$ cat src/rtl/servant_uart_tx.sv
// Wishbone-mapped 8N1 UART transmitter with TX FIFO.
// Store cycles push bytes; a baud-divided serializer drains them onto o_tx.
module servant_uart_tx #(
  parameter int          FIFO_DEPTH  = 8,
  parameter logic [15:0] DEFAULT_DIV = 16'd276
) (
  input  logic        wb_clk,
  input  logic        wb_rstn,
  input  logic [3:0]  i_wb_adr,
  input  logic [31:0] i_wb_dat,
  input  logic        i_wb_we,
  input  logic        i_wb_cyc,
  output logic [31:0] o_wb_rdt,
  output logic        o_wb_ack,
  output logic        o_tx,
  output logic        o_irq
);

  localparam int AW = $clog2(FIFO_DEPTH);
  localparam logic [AW:0] FULL_LVL = (AW+1)'(FIFO_DEPTH);

  typedef enum logic [1:0] {
    IDLE,
    START,
    DATA,
    STOP
  } state_t;

  state_t        state;
  logic [7:0]    mem [FIFO_DEPTH];
  logic [AW-1:0] wptr;
  logic [AW-1:0] rptr;
  logic [AW:0]   level;
  logic          ovf;
  logic          irq_en;
  logic [15:0]   div;
  logic [15:0]   cnt;
  logic [7:0]    shift;
  logic [2:0]    bitcnt;

  logic          full;
  logic          empty;
  logic          busy;
  logic          acc;
  logic          wr;
  logic          sel_data;
  logic          sel_stat;
  logic          sel_div;
  logic          sel_ctrl;
  logic          push;
  logic          push_ok;
  logic          pop;
  logic          bit_end;
  logic [3:0]    lvl4;
  logic [31:0]   rd;
  logic          unused;

  assign unused   = ^{i_wb_adr[1:0], i_wb_dat[31:16]};
  assign full     = level == FULL_LVL;
  assign empty    = level == '0;
  assign busy     = state != IDLE;
  assign lvl4     = 4'(level);
  assign acc      = i_wb_cyc & ~o_wb_ack;
  assign wr       = acc & i_wb_we;
  assign sel_data = i_wb_adr[3:2] == 2'd0;
  assign sel_stat = i_wb_adr[3:2] == 2'd1;
  assign sel_div  = i_wb_adr[3:2] == 2'd2;
  assign sel_ctrl = i_wb_adr[3:2] == 2'd3;
  assign push     = wr & sel_data;
  assign push_ok  = push & ~full;
  assign bit_end  = cnt == '0;
  assign pop      = ~empty &
                    ((state == IDLE) |
                     ((state == STOP) & bit_end));

  always_comb begin
    rd = '0;
    unique case (1'b1)
      sel_data: rd = '0;
      sel_stat: begin
        rd[0]    = full;
        rd[1]    = empty;
        rd[2]    = busy;
        rd[3]    = ovf;
        rd[11:8] = lvl4;
      end
      sel_div:  rd[15:0] = div;
      sel_ctrl: rd[0] = irq_en;
      default:  rd = '0;
    endcase
  end

  always_ff @(posedge wb_clk) begin
    if (!wb_rstn) begin
      o_wb_ack <= 1'b0;
      o_wb_rdt <= '0;
      ovf      <= 1'b0;
      irq_en   <= 1'b0;
      div      <= DEFAULT_DIV;
    end else begin
      o_wb_ack <= acc;
      o_wb_rdt <= (acc & ~i_wb_we) ? rd : '0;
      if (push & full)
        ovf <= 1'b1;
      else if (wr & sel_stat & i_wb_dat[3])
        ovf <= 1'b0;
      if (wr & sel_div)
        div <= i_wb_dat[15:0];
      if (wr & sel_ctrl)
        irq_en <= i_wb_dat[0];
    end
  end

  always_ff @(posedge wb_clk) begin
    if (push_ok)
      mem[wptr] <= i_wb_dat[7:0];
  end

  always_ff @(posedge wb_clk) begin
    if (!wb_rstn) begin
      wptr  <= '0;
      rptr  <= '0;
      level <= '0;
    end else begin
      if (push_ok)
        wptr <= wptr + 1'b1;
      if (pop)
        rptr <= rptr + 1'b1;
      level <= level + (AW+1)'(push_ok)
                     - (AW+1)'(pop);
    end
  end

  always_ff @(posedge wb_clk) begin
    if (!wb_rstn) begin
      state  <= IDLE;
      o_tx   <= 1'b1;
      cnt    <= '0;
      shift  <= '0;
      bitcnt <= '0;
    end else begin
      unique case (state)
        IDLE: begin
          o_tx <= 1'b1;
          if (pop) begin
            shift  <= mem[rptr];
            bitcnt <= '0;
            cnt    <= div;
            state  <= START;
            o_tx   <= 1'b0;
          end
        end
        START: begin
          if (bit_end) begin
            cnt   <= div;
            state <= DATA;
            o_tx  <= shift[0];
          end else begin
            cnt <= cnt - 1'b1;
          end
        end
        DATA: begin
          if (bit_end) begin
            cnt <= div;
            if (bitcnt == 3'd7) begin
              state <= STOP;
              o_tx  <= 1'b1;
            end else begin
              shift  <= shift >> 1;
              bitcnt <= bitcnt + 1'b1;
              o_tx   <= shift[1];
            end
          end else begin
            cnt <= cnt - 1'b1;
          end
        end
        STOP: begin
          if (bit_end) begin
            // chain straight into the next start bit
            if (pop) begin
              shift  <= mem[rptr];
              bitcnt <= '0;
              cnt    <= div;
              state  <= START;
              o_tx   <= 1'b0;
            end else begin
              state <= IDLE;
              o_tx  <= 1'b1;
            end
          end else begin
            cnt <= cnt - 1'b1;
          end
        end
        default: state <= IDLE;
      endcase
    end
  end

  always_ff @(posedge wb_clk) begin
    if (!wb_rstn)
      o_irq <= 1'b0;
    else
      o_irq <= irq_en & empty & ~busy;
  end

endmodule

$ cat config.mk
export PLATFORM = sky130hd
export DESIGN_NAME = servant_uart_tx
export DESIGN_NICKNAME = d
export VERILOG_FILES = /design/src/rtl/servant_uart_tx.sv
export SDC_FILE = /design/constraint.sdc
export NUM_CORES = 1
export LEC_CHECK = 0
export BUFFER_PORTS_ARGS = -buffer_cell sky130_fd_sc_hd__buf_2
export CAP_MARGIN = 20
export CORE_MARGIN = 2
export CORE_UTILIZATION = 45
export CTS_BUF_LIST = sky130_fd_sc_hd__clkbuf_8 sky130_fd_sc_hd__clkbuf_16
export DETAILED_ROUTE_END_ITERATION = 10
export MAX_ROUTING_LAYER = met4
export PLACE_DENSITY_LB_ADDON = 0.12
export SLEW_MARGIN = 20
export SYNTH_ARGS = -nofsm -noshare
export SYNTH_HDL_FRONTEND = slang
export SYNTH_SLANG_ARGS = --single-unit
$ cat constraint.sdc
create_clock -name wb_clk -period 3.8 [get_ports wb_clk]
set_input_delay 0.57 -clock wb_clk [delete_from_list [all_inputs] [get_ports wb_clk]]
set_output_delay 0.57 -clock wb_clk [all_outputs]
set_load 0.05 [all_outputs]
# Word level (Yosys, flattened, before mapping)
# Memory sizes are Yosys's and may differ from the RTL's. A register that Yosys moved wholly into a read port is not among the register bits.
# Cells that the tools add are included.
[totals]
reg_bits = 92
ram_bits = 64
inputBits = 40
output_inout_bits = 35
word_cells = 106
mem_count = 1
[memory_table]
columns = ["name", "depth", "word_bits", "rd", "rd_ports_with_merged_regs", "wr", "line", "text"]
rows = [
  ["mem", 8, 8, 1, 1, 1, "30", "logic [7:0] mem [FIFO_DEPTH];"],
]
[op_classes]
addsub = 6
eq_ne = 14
muxes = 36
bitwise = 20
reduce_logical = 13
[op_table]
columns = ["operator", "n"]
rows = [
  ["$mux W16", 3],
  ["$pmux W16 S3", 1],
  ["$mux W8", 4],
  ["$pmux W8 S3", 1],
  ["$mux W3", 6],
  ["$logic_not A16 Y1", 1],
  ["$sub A16 B1 Y16 const B", 1],
  ["$and A1 B1 Y1", 14],
  ["$ne A2 B2 Y1 const B", 6],
  ["$mux W1", 10],
  ["$mux W2", 5],
  ["$add A3 B1 Y3 const B", 3],
  ["$pmux W3 S3", 1],
  ["$eq A2 B2 Y1 const B", 4],
  ["$pmux W2 S4", 1],
  ["$pmux W4 S2", 1],
  ["$pmux W3 S2", 1],
  ["$reduce_and A3 Y1", 2],
  ["$not A1 Y1", 5],
  ["$reduce_and A5 Y1", 1],
  ["$add A4 B1 Y4", 1],
  ["$eq A2 B1 Y1 const B", 2],
  ["$eq A4 B4 Y1 const B", 1],
  ["$logic_not A2 Y1", 2],
  ["11 further kinds", 12],
]

# Depth between registers and ports, before layout
# Gate-level depths: netlist of the first run.
[logic_depth]
ltp_word = 7
mapped_depth = 15
depth_no_buf = 13

# Worst setup path after synthesis of the first run
# No wires, ideal clock.
[synth_path]
kind = "register -> register"
startpoint = "reg cnt[0]"
endpoint = "reg level[2]"
setup_time_ns = 0.128
arrival_ns = 2.845
required_ns = 3.672
path_slack_ns = 0.827
path_stages_with_launch = 15
cell_sequence = "dfxtp_1 -> inv_1 -> ha_1 -> nor3b_1 -> and2_1 -> clkbuf_1 -> a32oi_1 -> buf_2 -> inv_1 -> ha_1 -> inv_1 -> ha_1 -> fa_1 -> xnor2_1 -> nor2_1"
[synth_between]
elab_chain_len = 5
[synth_lines]
columns = ["element", "line", "text"]
rows = [
  ["from (decl)", "37", "logic [15:0] cnt;"],
  ["from (signal assigned)", "148", "cnt <= div;"],
  ["from (signal assigned)", "155", "cnt <= div;"],
  ["from (signal assigned)", "159", "cnt <= cnt - 1'b1;"],
  ["$logic_not A16 Y1", "71", "assign bit_end = cnt == '0;"],
  ["$and A1 B1 Y1", "74", "((state == STOP) & bit_end));"],
  ["$or A1 B1 Y1", "73", "((state == IDLE) |"],
  ["$and A1 B1 Y1", "72", "assign pop = ~empty &"],
  ["$sub A4 B1 Y4", "130", "- (AW+1)'(pop);"],
  ["to (signal assigned)", "129", "level <= level + (AW+1)'(push_ok)"],
  ["to (decl)", "33", "logic [AW:0] level;"],
]
# Every way passes these cells.
# A chain may end at the register's enable or synchronous reset.

# Final worst setup path of the first run
# Same ends and word-level chain as after synthesis.

==> flow_summary.toml, run 1 <==
[placement]
io_buffer_count = 40
dpl-instance-area_um2 = 7150
placed_cells = 830
place_congestion = 0.864
dp_hpwl_um = 11300

[floorplan]
die_height_um = 127
die_w_um = 127
rows = 45
design.core.area_um2 = 15000
start_util_pct = 45.6
dieArea_um2 = 16200
io_pins = 75

[logic_synthesis]
async_reset_ff_share_pct = 0
yosys_warnings = 0
seq_area_frac_synth_pct = 51.1
synth_edf_count = 64
synth_top_family_by_area = "simple AND/OR/NAND/NOR gates"
synth_xor_area_share_pct = 1.53
synth_compound_area_share_pct = 12.5
synth_top_area_share_pct = 28.0
synth_ff_type = "dfxtp_1"
synthTopCellsByArea = "edfxtp_1 (28%), dfxtp_1 (23%), mux4_2 (5.3%)"
synth-seq-cells = 143
synth.area.mux_share_pct = 9.98
avgSynthCellArea_um2 = 10.9
yosys.area_share.simple_pct = 14.4
yosysMostFrequentCell = "dfxtp_1"
synth_fa_ha_area_share_pct = 4.30
synth_common_cells = "dfxtp_1 (79), nand2_1 (68), edfxtp_1 (64)"
yosysTopAreaCell = "edfxtp_1"
ys_types = 75
netlist_instances = 631
synth_area_um2 = 6860

[sta]
fmax_ghz = 0.355
drv_slew = 0
grt_setup_unrepaired = "false"
hold_viol = 0
hold_ws_ns = 0.374
min_period_over_period_pct = 74.1
maxSlewHeadroom_pct = 40.4
setup_violations = 0
finalClockSkew_ns = 0.00850
worst_pin_slew_ns = 0.885
min_period_ns = 2.82
finalSetupTns_ns = 0

[clock_tree]
cts_max_level = 4
clock_latency_ns = 0.42
cts_hold_buf = 0
ctsRootBufferMaster = "clkbuf_16"
cts_tree = "yes"
clk_pin_slew_ns = 0.06
cts-resized-gates = 0
numCtsBuffers = 17
cts_sinks = 143
clockBufferDepth = 2
postCtsSetupRepairBufs = 0

[grt]
first_global_vias = 4897
grt-ovfl-total = 0
antenna_found_initial = 0
grt_max_degree = 34
grt_first_pass_wirelength_um = 26500
grt_util_all_layers_pct = 22.0

[cells_and_area]
syn2layout_area_growth_pct = 13.6
finalNonFillerCells = 862
nets = 724
diodes = 0
design_area_um2 = 7790
utilization_pct = 51.8
drive_gt1_share_pct = 17.4

[drt]
wl_um = 16800
ant_nets = 0
drt_iter0_drc = 395
drtPass1Iterations = 4
route.vias.total = 5016
drcViolationCount = 0
wl_per_cell_um = 19.4
via_per_inst = 5.82

[critical_path]
path_class = "reg -> reg"
cp_data_arrival_time_ns = 3.12
startpoint_type = "register"
critPathRequiredTime_ns = 4.10
cp-end-kind = "register"
path_max_fanout = 8

[power_and_ir_drop]
power_density_nw_per_um2 = 848
p_leak_nw = 2.96
vdd_drop_max_v = 0.000450

[hold_path]
min_path_type = "in -> reg"

[status]
status = "complete, no violations"

[run]
max_cap_viol_count = 0
==> layout make-up <==
class                      instances  area [um2]
multi-input combinational        418        3000
timing repair buffer              55         313
fill                            1339        7240
clock inverter                    14         208
clock buffer                      18         439
inverter                          26        97.6
sequential                       143        3500
tap                              188         235
==> metrics by stage <==
step / setup WS, ns / power (mW)
after floorplan: 0.827 / 4.18
after global placement: 0.921 / 4.71
after detailed placement: 0.874 / 4.77
after CTS: 0.997 / 6.59
after global routing: 0.834 / 6.98
final: 0.984 / 6.61
==> report_power, final <==
group          internal (mW)  leakage, nW  switching (mW)
logic                   1.12         1.43            1.72
clock network           1.13        0.314           0.678
registers               1.75         1.22           0.203
total                   4.00         2.96            2.61
==> per-layer routing <==
layer	vias to the layer above	global-route usage, %	wire, um
met4	0	7.05	254
met1	2482	29.8	7980
met5	-	-	0
met2	136	33.7	7880
met3	22	4.19	648
li1	2376	-	-
==> registers in the layout (all words and copies together), names as in the netlist, 2 cells and up, named ones only <==
signal    cells
bitcnt        3
rptr          3
level         4
cnt          15
mem          64
div          16
shift         8
o_wb_rdt     16
state         2
wptr          3
==> placed cells by master (no fill, tap or decap), drive strengths merged, types with 4 or more instances in the layout <==
cell,count
a31oi,4
o31ai,4
inv,30
or4,4
o22ai,4
and2,6
mux2i,29
bufinv,4
a211oi,4
a21oi,33
edfxtp,64
xnor2,5
conb,16
a21o,9
buf,55
mux4,16
xor2,7
dfxtp,79
clkinv,4
o221ai,4
or3,8
nor4,8
nand4,9
o21ai,17
nor2,30
nor3,15
o211ai,5
ha,22
clkbuf,18
a22oi,8
nand2,68
and3,10
nor3b,5
nand3,18
o32ai,8
==> worst paths after layout <==
check | start | endpoint | slack, ns | depth (start not counted)
worst max-delay path | cnt[0] | level[2] | 0.98 | 12
worst max register to register | cnt[0] | level[2] | 0.98 | 12
worst min-delay path | i_wb_dat[8] | div[8] | 0.37 | 3
worst min register to register | shift[4] | shift[4] | 0.46 | 2
==> critical path, stage by stage, from the launching register on <==
cell	delay, ns
dfxtp_1	0.50
inv_1	0.13
ha_1	0.25
nor3b_1	0.16
and2_1	0.19
a32oi_2	0.28
inv_1	0.09
ha_1	0.27
inv_1	0.04
ha_1	0.20
fa_1	0.38
xnor2_1	0.16
nor2_1	0.05
==> kinds of logic after synthesis <==
logic type	Yosys count
AO/OA/AOI/OAI	125
XOR/XNOR	12
adder cells (fa/ha/maj)	23
buffers and inverters	85
flip-flops	143
multiplexers	48
other	1
AND/OR/NAND/NOR	194
Power figures use the tool's default switching activity.
==> inputs of run 2 (changes only) <==
clock period = 2.4 ns   (was 3.8 ns; I/O delays follow)
==> run 2 against run 1 <==
Effect of this change: the run now ends with setup timing left; die area unchanged; utilization grew 3.1 points; worst hold slack lost 0.22 ns; count of clock-buffer cells in the layout shrank 1; highest routed layer unchanged; non-clock buffer count grew 53; fmax up 14%; clock power grew 46%; global-route usage grew 0.77 points; routed wire length up 3.1%; critical path depth is 3 lower; final cell count increased by 6.1%; setup slack worse by 1.1 ns.
==> flow_summary.toml, run 2 (synthesis results as in run 1) <==
[floorplan]
start_util_pct = 45.6
io_pins = 75
rows = 45
die_w_um = 127
design.core.area_um2 = 15000
dieArea_um2 = 16200
die_height_um = 127

[cells_and_area]
diodes = 0
top_regs = "mem (64), div (16), o_wb_rdt (16)"
nets = 777
mostFrequentLayoutCell = "dfxtp_1"
layout_common_cells = "dfxtp_1 (77), nand2_1 (68), buf_4 (65)"
regArea_um2 = 3510
drive_gt1_share_pct = 25.7
syn2layout_area_growth_pct = 20.4
fill_cells = 1312
multi_input_area_um2 = 3080
max_flop_register = "mem"
largest_reg_flops = 64

[sta]
fmax_ghz = 0.405
hold_ws_ns = 0.158
finalWorstSetupSlack_ns = -0.0701
maxSlewHeadroom_pct = 49.9
min_period_ns = 2.47
finalClockSkew_ns = 0.0127
setup_violations = 4
worst_pin_slew_ns = 0.752
finalSetupTns_ns = -0.167
hold_viol = 0
drv_slew = 0
grt_setup_unrepaired = "true"
min_period_over_period_pct = 103

[power_and_ir_drop]
clockPowerShare_pct = 23.6
p_leak_nw = 3.22
power.internal_mw = 6.65
switchingPower_mw = 4.57
pwr-share-comb_pct = 50.1
total_power_mw = 11.2
switching_share_pct = 40.7
vdd_drop_max_v = 0.000677
power_density_nw_per_um2 = 1360
power_frac_seq_pct = 26.3

[grt]
first_global_vias = 5147
grt_first_pass_wirelength_um = 27600
grt_util_all_layers_pct = 22.8
grt-ovfl-total = 0
antenna_found_initial = 0
grt_max_degree = 23

[placement]
place_congestion = 0.909
io_buffer_count = 40
pre_cts_ws_ns = -0.158
dp_hpwl_um = 12000

[drt]
wl_per_cell_um = 18.9
drcViolationCount = 0
drtPass1Iterations = 5
wl_um = 17300
route.vias.total = 5213
drt_iter0_drc = 365
via_per_inst = 5.70
ant_nets = 0

[critical_path]
cpPeakStageDelay_ns = 0.56
critical_path_buf_inv_count = 2
path_class = "reg -> reg"
critPathTopFamily = "simple AND/OR/NAND/NOR gates"
crit_path_top_delay_cell = "or4_4"
path_cells = "or4_4 -> nor3_4 -> a32oi_2 -> inv_2 -> ha_4 -> inv_2 -> ha_4 -> fa_1 -> and2_1"
path_max_fanout = 2
startpoint_type = "register"
critPathRequiredTime_ns = 2.73
cp-end-kind = "register"
cp_data_arrival_time_ns = 2.80

[run]
max_cap_viol_count = 0

[clock_tree]
cts_sinks = 143
clock_latency_ns = 0.43
cts_tree = "yes"
clk_pin_slew_ns = 0.07
numCtsBuffers = 17
clockBufferDepth = 2
cts_max_level = 4
cts_hold_buf = 0
ctsRootBufferMaster = "clkbuf_16"

[status]
status = "finished with violations"
violations = "setup timing"

[hold_path]
min_path_type = "in -> reg"
[run 2: cell types whose count changed in the layout (fill, tap and decap cells not counted), moves of 2 or more]
cell | before | now
buf_4 | 15 | 65
buf_6 | 0 | 2
bufinv_16 | 4 | 0
clkinv_4 | 2 | 0
clkinv_8 | 0 | 4
dfxtp_1 | 79 | 77
dfxtp_2 | 0 | 2
ha_1 | 22 | 19
ha_4 | 0 | 2
inv_1 | 25 | 21
inv_2 | 0 | 3
inv_6 | 2 | 5
[run 2: layout make-up]
cell class / instances / share of cell area, %
Clock buffer: 17 / 5.15
Clock inverter: 15 / 2.15
Inverter: 26 / 1.18
Multi-Input combinational cell: 418 / 37.4
Sequential cell: 143 / 42.5
Tap cell: 188 / 2.85
Timing Repair Buffer: 108 / 8.85
[run 2: final timing paths]
check / slack [ns] / from / end / cells after the start
min: 0.16 / i_wb_we / o_wb_rdt[0] / 2
min reg2reg: 0.46 / shift[5] / shift[5] / 2
max: -0.07 / cnt[5] / level[1] / 9
max reg2reg: -0.07 / cnt[5] / level[1] / 9
[run 2: per-layer routing]
metal,routed length [um],up-vias,GRT usage [%]
met1,8030,2559,30.9
li1,-,2484,-
met5,0,-,-
met4,221,0,6.46
met2,8120,152,34.7
met3,911,18,4.98
[run 2: timing repair]
| item | in CTS | in global routing |
|---|---|---|
| setup buffers | 2 | 1 |
| gates resized for setup | 5 | 12 |
| pin swaps | 4 | 10 |
| endpoints found under the setup margin | 11 | 19 |
[run 2: metrics by stage]
step                      utilization [%]  cell area [um2]  std cells
after floorplan                         -             6970        646
after global placement               50.4             7570        881
after detailed placement             50.4             7570        881
after CTS                            54.6             8200        914
after global routing                 54.9             8260        915
final                                54.9             8260        915
[run 2: power by group through the flow]
stage | clock [mW] | sequential (mW) | combinational (mW)
final | 2.64 | 2.95 | 5.63
after global routing | 2.78 | 2.98 | 6.13
after CTS | 2.69 | 2.95 | 5.38
after detailed placement | 0 | 2.99 | 5.28
after global placement | 0 | 2.98 | 5.23
after floorplan | 0 | 2.99 | 3.73
